<file path="src/rtl/mask16_accum.sv">
`default_nettype none
// ============================================================================
// Module      : mask16_accum
// Description : Reduces packets of per-beat masks (a & b) into running AND/OR
//               and a saturating beat count, presented over valid/ready.
// Revision    : 1.0 - initial release
// ============================================================================
module mask16_accum #(
    parameter int WIDTH     = 16,
    parameter int MAX_BEATS = 16,
    parameter int CNT_W     = $clog2(MAX_BEATS + 1)
) (
    input  logic             clk,
    input  logic             rst_n,
    input  logic             in_valid,
    output logic             in_ready,
    input  logic [WIDTH-1:0] in_a,
    input  logic [WIDTH-1:0] in_b,
    input  logic             in_last,
    output logic             out_valid,
    input  logic             out_ready,
    output logic [WIDTH-1:0] out_and,
    output logic [WIDTH-1:0] out_or,
    output logic [CNT_W-1:0] out_count,
    output logic             out_overflow
);

    localparam logic [CNT_W-1:0] c_one = CNT_W'(1);
    localparam logic [CNT_W-1:0] c_max = CNT_W'(MAX_BEATS);

    typedef enum logic [1:0] {
        IDLE  = 2'd0,
        ACCUM = 2'd1,
        HOLD  = 2'd2
    } state_t;

    state_t           r_state;
    logic [WIDTH-1:0] r_and;
    logic [WIDTH-1:0] r_or;
    logic [CNT_W-1:0] r_count;
    logic             r_ovf;
    logic             r_in_ready;
    logic             r_out_valid;

    logic             w_accept;
    logic             w_take;
    logic [WIDTH-1:0] w_prod;

    assign w_accept = in_valid && r_in_ready;
    assign w_take   = r_out_valid && out_ready;
    assign w_prod   = in_a & in_b;

    always_ff @(posedge clk or negedge rst_n) begin
        if (!rst_n) begin
            r_state     <= IDLE;
            r_and       <= '0;
            r_or        <= '0;
            r_count     <= '0;
            r_ovf       <= 1'b0;
            r_in_ready  <= 1'b0;
            r_out_valid <= 1'b0;
        end else begin
            case (r_state)
                IDLE: begin
                    // in_ready first rises here, one edge after reset release
                    r_in_ready <= 1'b1;
                    if (w_accept) begin
                        r_and   <= w_prod;
                        r_or    <= w_prod;
                        r_count <= c_one;
                        r_ovf   <= 1'b0;
                        if (in_last) begin
                            r_state     <= HOLD;
                            r_in_ready  <= 1'b0;
                            r_out_valid <= 1'b1;
                        end else begin
                            r_state <= ACCUM;
                        end
                    end
                end
                ACCUM: begin
                    if (w_accept) begin
                        r_and <= r_and & w_prod;
                        r_or  <= r_or | w_prod;
                        if (r_count < c_max) begin
                            r_count <= r_count + c_one;
                        end else begin
                            r_ovf <= 1'b1;
                        end
                        if (in_last) begin
                            r_state     <= HOLD;
                            r_in_ready  <= 1'b0;
                            r_out_valid <= 1'b1;
                        end
                    end
                end
                HOLD: begin
                    // in_ready stays low during the take cycle, so no beat slips in
                    if (w_take) begin
                        r_state     <= IDLE;
                        r_out_valid <= 1'b0;
                        r_in_ready  <= 1'b1;
                    end
                end
                default: begin
                    r_state     <= IDLE;
                    r_in_ready  <= 1'b0;
                    r_out_valid <= 1'b0;
                end
            endcase
        end
    end

    assign in_ready     = r_in_ready;
    assign out_valid    = r_out_valid;
    assign out_and      = r_and;
    assign out_or       = r_or;
    assign out_count    = r_count;
    assign out_overflow = r_ovf;

endmodule
`default_nettype wire

</file>
<file path="config.mk">
export PLATFORM = sky130hd
export DESIGN_NAME = mask16_accum
export DESIGN_NICKNAME = d
export VERILOG_FILES = /design/src/rtl/mask16_accum.sv
export SDC_FILE = /design/constraint.sdc
export NUM_CORES = 1
export LEC_CHECK = 0
export CAP_MARGIN = 20
export CORE_AREA = 2 2 72 74
export CTS_CLUSTER_DIAMETER = 30
export DETAILED_ROUTE_END_ITERATION = 12
export DIE_AREA = 0 0 74 76
export PLACE_DENSITY = 0.83
export SLEW_MARGIN = 10
export SYNTH_ARGS = -nofsm -noshare
export SYNTH_HDL_FRONTEND = slang
export SYNTH_SLANG_ARGS = --single-unit
</file>
<file path="constraint.sdc">
create_clock -name clk -period 1.2 [get_ports clk]
set_input_delay 0.3 -clock clk [delete_from_list [all_inputs] [get_ports clk]]
set_output_delay 0.3 -clock clk [all_outputs]
set_load 0.01 [all_outputs]
</file>
## Word level (Yosys, flattened, before mapping)

Cells that the tools add are included.

| word-level totals | value |
|---|---|
| word-level logic and storage cells | 62 |
| output and inout bits | 40 |
| bits of input ports | 37 |
| register bits after elaboration | 42 |

| cells by class | value |
|---|---|
| reductions and logical operators | 11 |
| muxes and demuxes | 29 |
| bitwise gates (word level) | 3 |
| magnitude comparators | 1 |
| $add $sub $neg | 1 |
| eq/ne operators | 10 |

Operators by type and width:

| operator | number |
|---|---|
| $pmux 16 s2 | 2 |
| $mux 16 | 3 |
| $and 16x16->16 | 2 |
| $or 16x16->16 | 1 |
| $mux 5 | 3 |
| $ne 2x2->1 const B | 6 |
| $reduce_and 4->1 | 3 |
| $mux 1 | 11 |
| $mux 2 | 5 |
| $pmux 5 s2 | 1 |
| $reduce_and 3->1 | 3 |
| $pmux 2 s3 | 1 |
| $add 5x1->5 const B | 1 |
| $lt 5x5->1 const B | 1 |
| $ne 2x1->1 const B | 2 |
| $pmux 1 s2 | 2 |
| $pmux 1 s3 | 1 |
| $eq 2x1->1 const B | 1 |
| $eq 2x2->1 const B | 1 |
| $logic_and 1x1->1 | 2 |
| $logic_not 2->1 | 1 |
| $reduce_bool 2->1 | 1 |
| $reduce_or 2->1 | 1 |

## Depth between registers and ports, before layout

Gate-level depths: netlist (run 1).

| depth | value |
|---|---|
| word-level depth | 4 |
| depth in mapped cells | 5 |
| depth with buffers taken out | 4 |

## Worst setup path after synthesis (run 1)

Ideal clock, no wire load.

| path | value |
|---|---|
| kind | reg-to-reg |
| start | register r_count[0] (netlist: out_count[0]) |
| end | register r_count[1] (netlist: out_count[1]) |
| period minus slack after synthesis | 1290 ps |
| data required time | 1134 ps |
| setup time | 66 ps |
| stages on the path, launching flop included | 5 |
| path buffers | 0 |
| setup slack | -90 ps |
| arrival | 1224 ps |
| cell sequence | dfrtp_1 > ha_1 > inv_1 > o41ai_1 > a22o_1 |

| on the way | value |
|---|---|
| longest elaborated chain between the ends | 4 |
| elaborated cells between the ends (all ways) | 7 |
| those cells by class | 1 x add/sub; 1 x order compare; 1 x eq/ne; 3 x mux; 1 x reduce/logical |

Ends and longest elaborated chain:

| what | line | source |
|---|---|---|
| start, declared | 40 | `logic [CNT_W-1:0] r_count;` |
| start signal, assigned | 70 | `r_count <= c_one;` |
| start signal, assigned | 86 | `r_count <= r_count + c_one;` |
| $add 5x1->5 | 86 |  |
| $mux 5 | 85 | `if (r_count < c_max) begin` |
| $mux 5 | 82 | `if (w_accept) begin` |
| $pmux 5 s2 | 63 | `case (r_state)` |

Parallel ways exist; a longest one is shown, timed or not. The select of a mux whose other input is x is not followed.
A chain may end at the register's enable or synchronous reset.

## Worst setup path after layout (run 1)

| path | value |
|---|---|
| start | register r_state[1] |
| end | register r_and[12] (netlist: out_and[12]) |

| on the way | value |
|---|---|
| longest elaborated chain between the ends | 3 |
| elaborated cells between the ends (all ways) | 7 |
| those cells by class | 3 x eq/ne; 1 x mux; 3 x reduce/logical |

Ends and longest elaborated chain:

| what | line | source |
|---|---|---|
| start, declared | 37 | `state_t r_state;` |
| start signal, assigned | 55 | `r_state <= IDLE;` |
| start signal, assigned | 73 | `r_state <= HOLD;` |
| start signal, assigned | 77 | `r_state <= ACCUM;` |
| $eq 2x1->1 / $logic_not 2->1 (equally long branches) | 63 |  |
| $ne 2x2->1 (no line) / $reduce_bool 2->1 (equally long branches) | - |  |
| $reduce_and 3->1 (no line) | - |  |
| end signal, assigned | 68 | `r_and <= w_prod;` |
| end signal, assigned | 83 | `r_and <= r_and & w_prod;` |
| end, declared | 38 | `logic [WIDTH-1:0] r_and;` |

Parallel ways exist; a longest one is shown, timed or not.

==> results of run 1 <==
## state kept, by name, indices dropped and copies added (netlist names)
| signal | flops |
|---|---|
| in_ready | 1 |
| out_and | 16 |
| out_or | 16 |
| out_count | 5 |
| r_state | 2 |
| out_overflow | 1 |
| out_valid | 1 |
## stage by stage
step	hold slack, ns	area (um2)	util (%)	TNS [ns]
finish	0.4942	3289	66.96	-2.647
global route	0.5071	3289	66.96	-4.091
CTS	0.4954	2882	58.66	-0.1203
detailed placement	0.2906	2756	56.11	-16.53
global placement	0.2890	2756	56.11	-16.15
floorplan	0.004409	1747	-	-0.2380
## per-layer routing
layer,wire length (um),global-route usage [%],vias up,share of wire [%]
met5,0,0,-,0
met4,103,7.636,0,1.8
met3,177,3.968,8,3.2
met2,2985,29.29,45,53
met1,2317,25.00,835,41
li1,-,-,759,-
## worst paths after layout
| kind | startpoint | to | slack (ns) | depth (start not counted) |
|---|---|---|---|---|
| hold reg to reg | out_or[9] | out_or[9] | 0.50 | 1 |
| hold / removal | rst_n | out_or[7] | 0.49 | 3 |
| min in group clk | out_or[9] | out_or[9] | 0.50 | 1 |
| setup / recovery | r_state[1] | out_and[12] | -0.11 | 4 |
| setup reg to reg | r_state[1] | out_and[12] | -0.11 | 4 |
| max in group asynchronous | rst_n | in_ready | 0.47 | 3 |
## repair_timing
item,in CTS,in global routing
pin swaps,4,15
cloned,0,1
buffers inserted,14,5
setup endpoints to repair,79,41
gates resized for setup,176,61
hold buffers,1,0
hold endpoints to repair,42,0
## where the power goes
part,internal [mW],switching [mW],total [mW]
Combinational,2.75,2.09,4.84
Sequential,2.12,0.587,2.70
Clock,0.887,0.483,1.37
Total,5.76,3.16,8.92
## cell usage in the layout (no fill, tap or decap), types with 2 or more instances in the layout
cell type,count
o21ai_2,2
clkbuf_8,6
clkdlybuf4s50_1,34
nand2_1,20
nor2_1,3
buf_4,28
a22o_1,2
buf_2,41
bufinv_16,2
dfrtp_2,4
inv_1,2
a21oi_1,4
buf_6,10
buf_12,4
buf_8,2
a2bb2oi_2,16
o2bb2ai_4,4
o2bb2ai_2,11
nand2b_4,2
dfrtp_1,38
## logic make-up (layout without fill, tap and decap cells)
| kind of cell | after synthesis | after routing | share of synthesized area (%) |
|---|---|---|---|
| compound gates | 47 | 47 | 22.21 |
| simple gates | 38 | 38 | 11.80 |
| buf+inv | 11 | 133 | 4.486 |
| flops | 42 | 42 | 60.78 |
| fa+ha+maj | 1 | 1 | 0.7235 |
## layout make-up
type	instances	area [um2]
Clock buffer	6	82.58
Clock inverter	2	60.06
Fill cell	365	1623
Inverter	3	11.26
Multi-Input combinational cell	86	969.7
Sequential cell	42	1056
Tap cell	70	87.58
Timing Repair Buffer	122	1022
## worst min-delay path, stage by stage
cell and delay (ns):
dlygate4sd3_1 0.52, buf_2 0.12, buf_12 0.23
==> metrics.txt, run 1 <==
H-tree levels=2; Least-Margin Pin Slew=0.3147 ns; mean post-synth cell area=12.44 um2; boundary pin count=77; critical path cell sequence=nand3b_4, nor2_8, clkbuf_16, a2bb2oi_2; Cell Pwr Density=2712 mW/mm2; RSZ-0062 raised after global routing=yes; number of synthesized flops with an enable pin=0; Max VDD drop=0.001163 V; largest area contributor in the netlist=dfrtp_1; worst skew pair latency=0.30 ns; type of the worst setup path=reg2reg; Die H=76 um; Commonest cells post-synth=dfrtp_1, nand2_1, a2bb2oi_1, o2bb2ai_1, nor2_1; initial antenna violation count=0; post-synthesis sequential area ratio=60.78%; Synthesis Warnings=0; drt pass-1 iters=4; CTS Root Cell=clkbuf_8; top cells by area, synth=dfrtp_1, a2bb2oi_1, o2bb2ai_1; row cnt=26; setup violators final=42; final hold violations=0; Max Cap Violations=0; worst setup margin=-0.1107 ns; HPWL after DPL=3306 um; first-pass GRT wire length=8038 um; top_reg_cell synth=dfrtp_1; CP delay by family, top=simple AND/OR/NAND/NOR gates; Max Fanout on Critical Path=8; CTS clk-pin slew, worst paths=0.08 ns; Setup WS pre-CTS=-0.4517 ns; synthesized area=0.001729 mm2; final wirelength=5584 um; vias per cell=4.976; Rel. slew slack=78.72%; Netlist cell types=29; layout cells sized above 1=56.32%; Cells after Synth=139; vias in the first global route=1591; IO buf count=76; Detailed Route Iter0 Violations=105; GRT Overall Usage=18.72%; CTS Sinks=42; Area Growth Syn to Fin=90.23%; Final #Nets=298; routed vias=1647; Ant. Diodes=0; max frequency=762.9 MHz; status=finished with violations; max incr delay on CP=0.43 ns; Starting Density=35.20%; GP Congestion=0.7115; CTS tree=yes; period utilization=109.2%; WP buf/inv=1; dpl cells=303; pin count of the biggest net entering global routing=43; remaining antenna violation count after routing=0; chip width=74 um; CP Data Required Time=1.43 ns; Residual DRC=0; total grt overflow=0; Yosys top cell area share=60.78%; Placeable Area=0.004912 mm2; DR WL/cell=16.87 um; fin crit period=1.311 ns; CP arrival=1.54 ns; Worst path slowest cell=dfrtp_1; asr flop ratio synth=100.0%; path category of the worst min-delay check=in2async; CTS Buf Count=5; Syn Nets=177; startpoint class of the critical path=register; Layout Cells excl Fill=331; violated checks=setup timing; Worst setup EP type=register; Slew Viols, Final=0; die area=0.005624 mm2; Yosys reg bits=42; clk_skew=0.008925 ns; cell with the most instances after synthesis=dfrtp_1; PnR Total Power=8.919 mW; Clock Path Buffers=2; Pleak=1.494 nW
Note: power is estimated with default switching activity, not from simulation.
==> inputs of run 2 (changes only) <==
--- a/config.mk
+++ b/config.mk
@@ -5,11 +5,12 @@
 export SDC_FILE = /design/constraint.sdc
 export NUM_CORES = 1
 export LEC_CHECK = 0
+export ABC_AREA = 1
 export CAP_MARGIN = 20
-export CORE_AREA = 2 2 72 74
+export CORE_AREA = 2 2 73 75
 export CTS_CLUSTER_DIAMETER = 30
 export DETAILED_ROUTE_END_ITERATION = 12
-export DIE_AREA = 0 0 74 76
+export DIE_AREA = 0 0 75 77
 export PLACE_DENSITY = 0.83
 export SLEW_MARGIN = 10
 export SYNTH_ARGS = -nofsm -noshare
==> run 2 against run 1 <==
Against the previous run: largest power group unchanged; register-to-register slack better by 0.07 ns; highest routed layer unchanged; sequential share of layout area is 3.3 points higher; critical path type is now reg2out; combinational power is 26% lower; via count is 8.4% higher; first-iteration DRC count is 18% lower; the flow still finishes with violations (setup timing); routed wire length is 14% lower; design area is 9.7% lower; core utilization is 7.3 points lower; largest cell class unchanged.
==> metrics.txt, run 2 <==
status=finished with violations; violated checks=setup timing; Reg power frac=34.1%; CP delay by family, top=flip-flops; period utilization=105.7%; Final Instance Area=0.002972 mm2; cell with the most instances after synthesis=nand2_1; GRT Overall Usage=16.53%; Clock power frac=15.2%; Final #Nets=377; Yosys reg bits=42; boundary pin count=77; top_reg_cell synth=dfrtp_1; Worst path slowest cell=dfrtp_1; Slew Viols, Final=0; CTS Root Cell=clkbuf_8; Max VDD drop=0.001204 V; CP Data Required Time=0.90 ns; r2r startpoint=in_ready; post-synthesis sequential area ratio=57.57%; first-pass GRT wire length=7389 um; path category of the worst min-delay check=reg2reg; critical path cell sequence=buf_4, buf_2; placement-stage cell area=0.002771 mm2; startpoint class of the critical path=register; row cnt=26; asr flop ratio synth=100.0%; GP Congestion=0.7883; fin crit period=1.269 ns; final hold violations=0; max incr delay on CP=0.40 ns; setup TNS=-0.7334 ns; setup violators final=32; Starting Density=36.68%; total grt overflow=0; Sw Pwr=2.705 mW; Commonest cells post-synth=nand2_1, dfrtp_1, inv_1; Synthesis Warnings=0; combinational power share=50.7%; Syn Nets=268; Least-Margin Pin Slew=0.2310 ns; fin util=59.70%; PnR Total Power=7.093 mW; H-tree levels=2; Clock Path Buffers=2; P_int=4.388 mW; RSZ-0062 raised after global routing=yes; Placeable Area=0.004977 mm2; Die H=77 um; Hold EP=out_or[2]; Yosys top cell area share=57.57%; mean post-synth cell area=7.937 um2; final wirelength=4785 um; vias in the first global route=1628; most common cell after layout, fill and taps aside=nand2_1; worst setup margin=-0.06851 ns; Max Fanout on Critical Path=2; CTS Sinks=42; layout cells sized above 1=30.29%; filler cell count=448; FF-to-FF path depth=7; HPWL after DPL=3228 um; most frequent cells in the layout=nand2_1, dfrtp_1, inv_1; CTS tree=yes; Worst setup EP type=output port; CTS clk-pin slew, worst paths=0.08 ns; Layout Cells excl Fill=410; Cell Pwr Density=2387 mW/mm2; max frequency=788.3 MHz; IO buf count=76; Cells after Synth=230; number of synthesized flops with an enable pin=0; Netlist cell types=15; final hold slack=0.4915 ns; top cells by area, synth=dfrtp_1, nand2_1, inv_1; routed vias=1786; Hold Crit Depth=2; CP arrival=0.97 ns; pin count of the biggest net entering global routing=43; FF-to-FF setup slack=-0.04 ns; Area Growth Syn to Fin=62.78%; Setup WS pre-CTS=-0.4079 ns; dpl cells=383; chip width=75 um; Rel. slew slack=84.59%; synthesized area=0.001826 mm2; Detailed Route Iter0 Violations=86; FF-to-FF End=out_or[4]; Ant. Diodes=0; die area=0.005775 mm2; drt pass-1 iters=4; Residual DRC=0; vias per cell=4.356; worst skew pair latency=0.29 ns; hold_sp=out_or[2]; clk_skew=0.01121 ns; Max Cap Violations=0; Switching Fraction=38.13%; remaining antenna violation count after routing=0; WP buf/inv=2; initial antenna violation count=0; DR WL/cell=11.67 um; CTS Buf Count=5; Pleak=1.646 nW; largest area contributor in the netlist=dfrtp_1; type of the worst setup path=reg2out
[run 2: cell types whose count changed after synthesis, moves of 3 or more]
cell       before  now
a2bb2oi_1      16    0
buf_6           4    0
inv_1           3   41
nand2_1        21  100
nand2b_1        3    0
nand3_1         1    8
o21ai_0         3   18
o21ai_1         0    3
o2bb2ai_1      16    0
[run 2: layout make-up]
type / count / area (um2) / share of cell area, %
Clock buffer: 7 / 76.32 / 2.568
Timing Repair Buffer: 108 / 883.3 / 29.73
Tap cell: 70 / 87.58 / 2.947
Clock inverter: 1 / 30.03 / 1.011
Multi-Input combinational cell: 141 / 689.4 / 23.20
Inverter: 41 / 153.9 / 5.179
Sequential cell: 42 / 1051 / 35.37
[run 2: worst register-to-register path: cells and delay by family, from the launching register on]
kind | cells | cell delay [ns]
AND/OR/NAND/NOR | 4 | 0.39
AO/OA/AOI/OAI | 1 | 0.06
flip-flops | 1 | 0.38
buffers and inverters | 2 | 0.30
[run 2: cell families (layout without fill, tap and decap cells)]
kind of cell,after synthesis,count (layout),synth area share [%]
AO/OA/AOI/OAI,24,24,6.580
adder cells (fa/ha/maj),1,1,0.6853
buffers and inverters,47,157,10.21
flip-flops,42,42,57.57
AND/OR/NAND/NOR,116,116,24.95
[run 2: power by group through the flow]
stage               clock network (mW)  logic (mW)  registers [mW]
finish                            1.08        3.60            2.42
CTS                               1.10        3.37            2.39
global route                      1.18        4.01            2.49
floorplan                            0        1.19            2.71
detailed placement                   0        3.38            2.43
global placement                     0        3.28            2.42
[run 2: how the worst max path moves through the flow]
stage	from	end	slack [ns]	depth (start not counted)
after global routing	in_ready	out_or[6]	-0.11	7
after detailed placement	in_valid	out_count[1]	-0.41	7
after CTS	r_state[1]	out_or[9]	-0.05	4
after global placement	in_valid	out_count[1]	-0.33	7
after floorplan	in_ready	out_or[0]	0.08	6
final	in_ready	in_ready	-0.07	2
[run 2: metal layers]
metal	track usage (%)	up-vias	wire (um)
met4	5.000	0	77
met5	0	-	0
met1	22.07	817	2078
li1	-	906	-
met3	4.205	10	260
met2	26.14	53	2369
[run 2: timing repair]
item	in CTS	in global routing
setup buffers	12	4
hold endpoints to repair	42	0
pin swaps	1	1
hold buffers	1	0
endpoints found under the setup margin	77	50
cloned	2	1
resized for setup	169	41
